$ cat src/rtl/obi_ahb_bridge.sv
// obi_ahb_bridge: two-port OBI (instruction + data) to AHB-Lite master bridge.
// Arbitrates both ports onto one non-pipelined AHB master. Write data is
// registered into the data phase. HRESP is mapped onto the per-port err flags.
// Illegal data byte enables are answered locally with an error and do not
// start a bus access.
// Optional feature: define OBI_AHB_RR_ARB_EN for round-robin arbitration.
// Without it, arbitration is fixed priority and the data port always wins.
//
// state | meaning
// IDLE  | no transfer, waiting for a request
// ADDR  | AHB address phase for port src (gnt when it advances)
// DATA  | AHB data phase, waiting for HREADY, then rvalid to src
// LERR  | local error response for an illegal data_be_i
module obi_ahb_bridge #(
    parameter int AW = 32,
    parameter int DW = 32
) (
    input  logic            HCLK,
    input  logic            HRESETn,
    input  logic            instr_req_i,
    output logic            instr_gnt_o,
    output logic            instr_rvalid_o,
    input  logic [AW-1:0]   instr_addr_i,
    output logic [DW-1:0]   instr_rdata_o,
    output logic            instr_err_o,
    input  logic            data_req_i,
    output logic            data_gnt_o,
    output logic            data_rvalid_o,
    input  logic            data_we_i,
    input  logic [DW/8-1:0] data_be_i,
    input  logic [AW-1:0]   data_addr_i,
    input  logic [DW-1:0]   data_wdata_i,
    output logic [DW-1:0]   data_rdata_o,
    output logic            data_err_o,
    output logic [AW-1:0]   HADDR,
    output logic [2:0]      HSIZE,
    output logic [1:0]      HTRANS,
    output logic            HWRITE,
    output logic [3:0]      HPROT,
    output logic [DW-1:0]   HWDATA,
    input  logic [DW-1:0]   HRDATA,
    input  logic            HREADY,
    input  logic            HRESP
);
    localparam int BW    = DW / 8;
    localparam int BW_LG = $clog2(BW);

    typedef enum logic [1:0] {IDLE, ADDR, DATA, LERR} state_t;

    state_t           state_q, state_d;
    logic             src_q, src_d;     // 1 = data port, 0 = instruction port
    logic [DW-1:0]    wdata_q;
    logic             be_legal;
    logic [2:0]       be_size;
    logic [BW_LG-1:0] be_off;
    logic             any_req;
    logic             arb_data;

    assign any_req = instr_req_i | data_req_i;

`ifdef OBI_AHB_RR_ARB_EN
    logic last_data_q;

    // On a tie, the port that was not granted last wins.
    assign arb_data = data_req_i & (~instr_req_i | ~last_data_q);

    // Remember which port received the most recent grant.
    always_ff @(posedge HCLK or negedge HRESETn) begin
        if (!HRESETn)
            last_data_q <= 1'b0;
        else if (instr_gnt_o || data_gnt_o)
            last_data_q <= data_gnt_o;
    end
`else
    assign arb_data = data_req_i;
`endif

    // Match data_be_i against every naturally aligned power-of-two run of ones.
    always_comb begin
        be_legal = 1'b0;
        be_size  = '0;
        be_off   = '0;
        for (int s = 0; s <= BW_LG; s++) begin
            for (int o = 0; o < BW; o++) begin
                if ((o % (1 << s)) == 0 && (o + (1 << s)) <= BW &&
                    data_be_i == BW'(((1 << (1 << s)) - 1) << o)) begin
                    be_legal = 1'b1;
                    be_size  = 3'(s);
                    be_off   = BW_LG'(o);
                end
            end
        end
    end

    // State, source port and write-data registers.
    always_ff @(posedge HCLK or negedge HRESETn) begin
        if (!HRESETn) begin
            state_q <= IDLE;
            src_q   <= 1'b0;
            wdata_q <= '0;
        end else begin
            state_q <= state_d;
            src_q   <= src_d;
            if (state_q == ADDR && src_q && HREADY)
                wdata_q <= data_wdata_i;
        end
    end

    // Next-state logic and all OBI/AHB outputs.
    always_comb begin
        state_d        = state_q;
        src_d          = src_q;
        instr_gnt_o    = 1'b0;
        instr_rvalid_o = 1'b0;
        instr_rdata_o  = '0;
        instr_err_o    = 1'b0;
        data_gnt_o     = 1'b0;
        data_rvalid_o  = 1'b0;
        data_rdata_o   = '0;
        data_err_o     = 1'b0;
        HADDR          = '0;
        HSIZE          = '0;
        HTRANS         = 2'b00;
        HWRITE         = 1'b0;
        HPROT          = '0;
        HWDATA         = '0;
        case (state_q)
            IDLE: begin
                if (any_req) begin
                    state_d = ADDR;
                    src_d   = arb_data;
                end
            end
            ADDR: begin
                if (src_q) begin
                    if (!be_legal) begin
                        data_gnt_o = 1'b1;
                        state_d    = LERR;
                    end else begin
                        HTRANS = 2'b10;
                        HADDR  = data_addr_i | AW'(be_off);
                        HSIZE  = be_size;
                        HWRITE = data_we_i;
                        HPROT  = 4'b0011;
                        if (HREADY) begin
                            data_gnt_o = 1'b1;
                            state_d    = DATA;
                        end
                    end
                end else begin
                    HTRANS = 2'b10;
                    HADDR  = instr_addr_i;
                    HSIZE  = 3'(BW_LG);
                    HPROT  = 4'b0010;
                    if (HREADY) begin
                        instr_gnt_o = 1'b1;
                        state_d     = DATA;
                    end
                end
            end
            DATA: begin
                HWDATA = wdata_q;
                if (HREADY) begin
                    if (src_q) begin
                        data_rvalid_o = 1'b1;
                        data_rdata_o  = HRDATA;
                        data_err_o    = HRESP;
                    end else begin
                        instr_rvalid_o = 1'b1;
                        instr_rdata_o  = HRDATA;
                        instr_err_o    = HRESP;
                    end
                    state_d = any_req ? ADDR : IDLE;
                    if (any_req)
                        src_d = arb_data;
                end
            end
            LERR: begin
                data_rvalid_o = 1'b1;
                data_err_o    = 1'b1;
                state_d       = any_req ? ADDR : IDLE;
                if (any_req)
                    src_d = arb_data;
            end
            default: state_d = IDLE;
        endcase
    end
endmodule

$ cat config.mk
export PLATFORM = sky130hd
export DESIGN_NAME = obi_ahb_bridge
export DESIGN_NICKNAME = d
export VERILOG_FILES = /design/src/rtl/obi_ahb_bridge.sv
export SDC_FILE = /design/constraint.sdc
export NUM_CORES = 1
export LEC_CHECK = 0
export BUFFER_PORTS_ARGS = -buffer_cell sky130_fd_sc_hd__buf_2
export CORE_AREA = 2 2 108 110
export DETAILED_ROUTE_END_ITERATION = 8
export DIE_AREA = 0 0 110 112
export PLACE_DENSITY_LB_ADDON = 0.12
export SYNTH_ARGS = -nofsm -noshare
export SYNTH_HDL_FRONTEND = slang
export SYNTH_SLANG_ARGS = --single-unit
$ cat constraint.sdc
create_clock -name HCLK -period 1.4 [get_ports HCLK]
set_input_delay 0.14 -clock HCLK [delete_from_list [all_inputs] [get_ports HCLK]]
set_output_delay 0.14 -clock HCLK [all_outputs]
set_load 0.01 [all_outputs]
# Word level (Yosys, flattened, before mapping)

Cells that the tools add are included.

Equal/unequal tests: 12
Mux-type cells: 66
Bitwise gates (word level): 2
Reductions and logical operators: 7

Operators with widths:

| kind                 | number |
|---|---|
| $mux W32             | 10 |
| $or A32 B2 Y32       | 1 |
| $mux W1              | 31 |
| $mux W2              | 14 |
| $mux W3              | 5 |
| $eq A4 B4 Y1 const B | 3 |
| $eq A4 B2 Y1 const B | 2 |
| $mux W4              | 2 |
| $pmux W2 S4          | 1 |
| $pmux W1 S2          | 3 |
| $eq A2 B2 Y1 const B | 2 |
| $eq A4 B1 Y1 const B | 1 |
| $eq A4 B3 Y1 const B | 1 |
| $ne A2 B2 Y1 const B | 2 |
| $reduce_and A2 Y1    | 2 |
| $eq A2 B1 Y1 const B | 1 |
| $logic_and A1 B1 Y1  | 2 |
| $logic_not A2 Y1     | 1 |
| $reduce_bool A2 Y1   | 1 |
| $reduce_or A2 Y1     | 1 |
| $or A1 B1 Y1         | 1 |

Register bits: 35
Bits of input ports: 139
Output and inout port bits: 144
Logic and storage cells: 90

# Depth between registers and ports, before layout

Depth in word-level cells: 11
Depth in mapped cells: 6
Gate-level depth less buffers: 4

# Least setup slack after synthesis

OpenSTA, ideal clock, no wires.

Kind: reg-to-output
Start point: register state_q[1]
End point: output HTRANS[1]
Arrival time: 1.304 ns
Required time: 1.260 ns
Path slack: -0.044 ns
Cell stages (with the launch flop): 7
Path buffers: 4
Path through: dfrtp_1 > buf_4 > nor2b_4 > buf_4 > buf_2 > and2_1 > buf_4

Cells in the longest elaborated chain, start to end: 2

RTL lines:

| element                | RTL line | source |
|---|---|---|
| start, declared        | 50       | `state_t state_q, state_d;` |
| start signal, assigned | 102      | `state_q <= state_d;` |
| $eq A2 B1 Y1           | 127      | `case (state_q)` |
| $mux W2                | 127      |  |
| end, declared          | 37       | `output logic [1:0] HTRANS,` |

No other way between the ends.

# Worst setup path after layout

Start point: register state_q[1]
End point: output HADDR[23]

Cells in the longest elaborated chain, start to end: 2

RTL lines:

| element       | RTL line | source |
|---|---|---|
| $eq A2 B1 Y1  | 127      |  |
| $mux W32      | 127      |  |
| end, declared | 35       | `output logic [AW-1:0] HADDR,` |

No other way between the ends.

==> metrics <==
CP startpoint kind register; Max-Cap Viols 0; Die ar. 12,300 um^2; Achievable Freq 580 MHz; Slowest-stage cell, CP dfrtp_1; Post-synth EDFFs 0; peak supply drop 1070 uV; Slew Limit Fails 0; largest net degree at the start of global routing 42; Synth area leader dfrtp_1; gr usage total 0.188; top-area cell type share of the netlist area 0.272; Psw 3950 uW; Synth async-reset ratio 1.00; cell chain of the critical path nor2b_4, buf_6, buf_8, buf_12, nand3_1, o21ai_2, buf_2; crit path kind reg -> out; fillers 1,020; Worst Hold Depth 2; Starting Density 0.288; post-layout util 0.545; die span in y 112 um; FF+latch area 876 um^2; row count 39; Post-synth top flop dfrtp_1; initial antenna violation count 0; top cells by area, synth dfrtp_1 27%, mux2_4 14%, and2_1 13%, o21ai_2 7.3%, nand3b_1 7.0%; via count 3,897; later-pin clock latency in the skew report 280 ps; maximum clock insertion buffer count 2; Syn-to-layout area delta 89.1%; Worst Hold Launch data_wdata_i[10]; commonest cells after routing, fill and taps aside 252 x buf_2, 46 x and2_1, 38 x buf_6; post-detailed-route wirelength per cell 16.1 um; crit end category output pin; TritonCTS clock tree done; chip width 110 um; worst reg2reg path depth 6; Routed Antenna Nets 0; fin worst setup slack -325 ps; Multi-input gate area 2310 um^2; CTS Buf Count 5; area of the mapped netlist 3220 um^2; Min-Delay Path Class in -> reg; final hold viol count 0; failing checks negative setup slack; CP arrival 1580 ps; status finished with violations; Pre-antenna DRT Iters 4; Final Cycle Share 1.23; Setup violations, final 174; Reg power frac 0.167; PD cells 1780 nW/um^2; P_int 6910 uW; Final Non-Filler Cells 809; Sw Ratio 0.364; GRT Residual Overflow 0; Antenna Cells 0; Via density 4.82; clock power share 0.132; ratio of cells with drive above 1 in the final layout 0.691; Yosys cell types 41; RePlAce Congestion 0.797; Leak 0.00338 uW; min cycle time layout 1720 ps; Port Buf Inserts 278; required time of the critical path 1260 ps; Yosys warning count 0; Worst-Margin Slew 529 ps; Routed WL 13,000 um; RSZ-0062 raised after global routing true; Hold Crit Endpoint wdata_q[10]; Core Area 11,200 um^2; Num Clock Sinks 35; CTS HTree Levels 2; commonest non-fill, non-tap cell in the layout buf_2; slowest stage delay, CP 410 ps; first-pass GRT wire length 18,200 um; Remaining DRCs 0; Slew headroom 0.646; proportion of power drawn by combinational gates 0.701; DR iter-0 viols 161; vias in the first global route 3,623; Post-Syn Instances 352; register bit total from synthesis 35; Worst Path Max Fanout 7; dpl hpwl 8660 um; worst reg2reg setup slack -100 ps; placed cells 765; Nets 804; Ports 283; Seq/Total Area, Yosys 0.272; CTS clock-pin slew for the worst setup and hold paths 60 ps; Avg Cell Area, Syn 9.15 um^2; Clock Tree Root clkbuf_16; Clock Skew 7.27 ps; Critical R2R Launch state_q[0]; Crit Reg-Reg Endpoint wdata_q[2]; hold_ws 86.4 ps
-- layer usage --
metal / track usage / vias up / share of wire
li1: - / 1846 / -
met1: 0.199 / 1838 / 0.36
met2: 0.366 / 195 / 0.54
met3: 0.0369 / 18 / 0.078
met4: 0.0489 / 0 / 0.017
met5: 0 / - / 0
-- how the worst max path moves through the flow --
stage	start	end	slack, ps	depth (start not counted)
6_report	state_q[1]	HADDR[23]	-320	7
5_1_grt	state_q[0]	HADDR[23]	-450	7
4_1_cts	state_q[1]	HADDR[15]	-300	7
3_5_place_dp	data_be_i[3]	HADDR[2]	-160	6
3_3_place_gp	data_be_i[3]	HADDR[2]	-170	6
2_1_floorplan	src_q	wdata_q[0]	-20	6
-- repair_timing --
| action | CTS | global route |
|---|---|---|
| buffers inserted | 13 | 9 |
| endpoints found under the setup margin | 140 | 173 |
| hold buffers | 1 | 0 |
| gates cloned | 10 | 7 |
| pin swaps | 19 | 28 |
| gates resized for setup | 63 | 46 |
| endpoints found under the hold margin | 35 | 0 |
-- cell usage after synthesis, types with 4 or more instances --
master	instances
and3_1	33
o21ai_0	6
and2_1	66
nor2_1	9
buf_2	6
buf_6	6
nand3_1	31
clkbuf_1	20
nand3b_1	30
mux2_4	30
o21ai_1	4
buf_4	10
nand2_1	4
dfrtp_1	35
o21ai_2	27
-- metrics by stage --
step	power, uW	area (um^2)	setup TNS, ps	setup WS (ps)
after floorplan	5250	3250	-380	-19.0
after global placement	6890	4930	-4340	-167
after detailed placement	6950	4930	-4240	-164
after CTS	10300	5770	-37600	-302
after global routing	11500	6090	-51440	-452
final	10900	6090	-37800	-325
-- registers in the layout, summed over array words and instances (netlist names) --
register and count:
src_q 1, wdata_q 32, state_q 2
-- power by group through the flow --
stage               logic (uW)  clock network, uW  registers (uW)
global route              8090               1540            1880
detailed placement        5140                  0            1810
floorplan                 3550                  0            1700
global placement          5110                  0            1780
finish                    7610               1440            1810
CTS                       6980               1480            1810
-- final cells by class --
class                           count  share of cell area
Inverter                            2             0.00123
Sequential cell                    35               0.144
Clock buffer                        5              0.0205
Multi-Input combinational cell    276               0.380
Timing Repair Buffer              345               0.414
Tap cell                          143              0.0294
Clock inverter                      3              0.0111
-- critical path, delay by kind of cell, from the launching register on --
kind | cells | cell delay [ps]
compound gates | 1 | 140
flops | 1 | 410
buf+inv | 4 | 520
simple gates | 2 | 240
-- kinds of logic (layout without fill, tap and decap cells) --
| family | after synthesis | in the layout | share of synthesized area |
|---|---|---|---|
| AO/OA/AOI/OAI | 52 | 52 | 0.129 |
| buffers and inverters | 44 | 355 | 0.0793 |
| flip-flops | 35 | 35 | 0.272 |
| multiplexers | 33 | 33 | 0.150 |
| other | 1 | 4 | 0.00116 |
| AND/OR/NAND/NOR | 187 | 187 | 0.368 |
No activity file was read; power rests on OpenSTA's default activity.
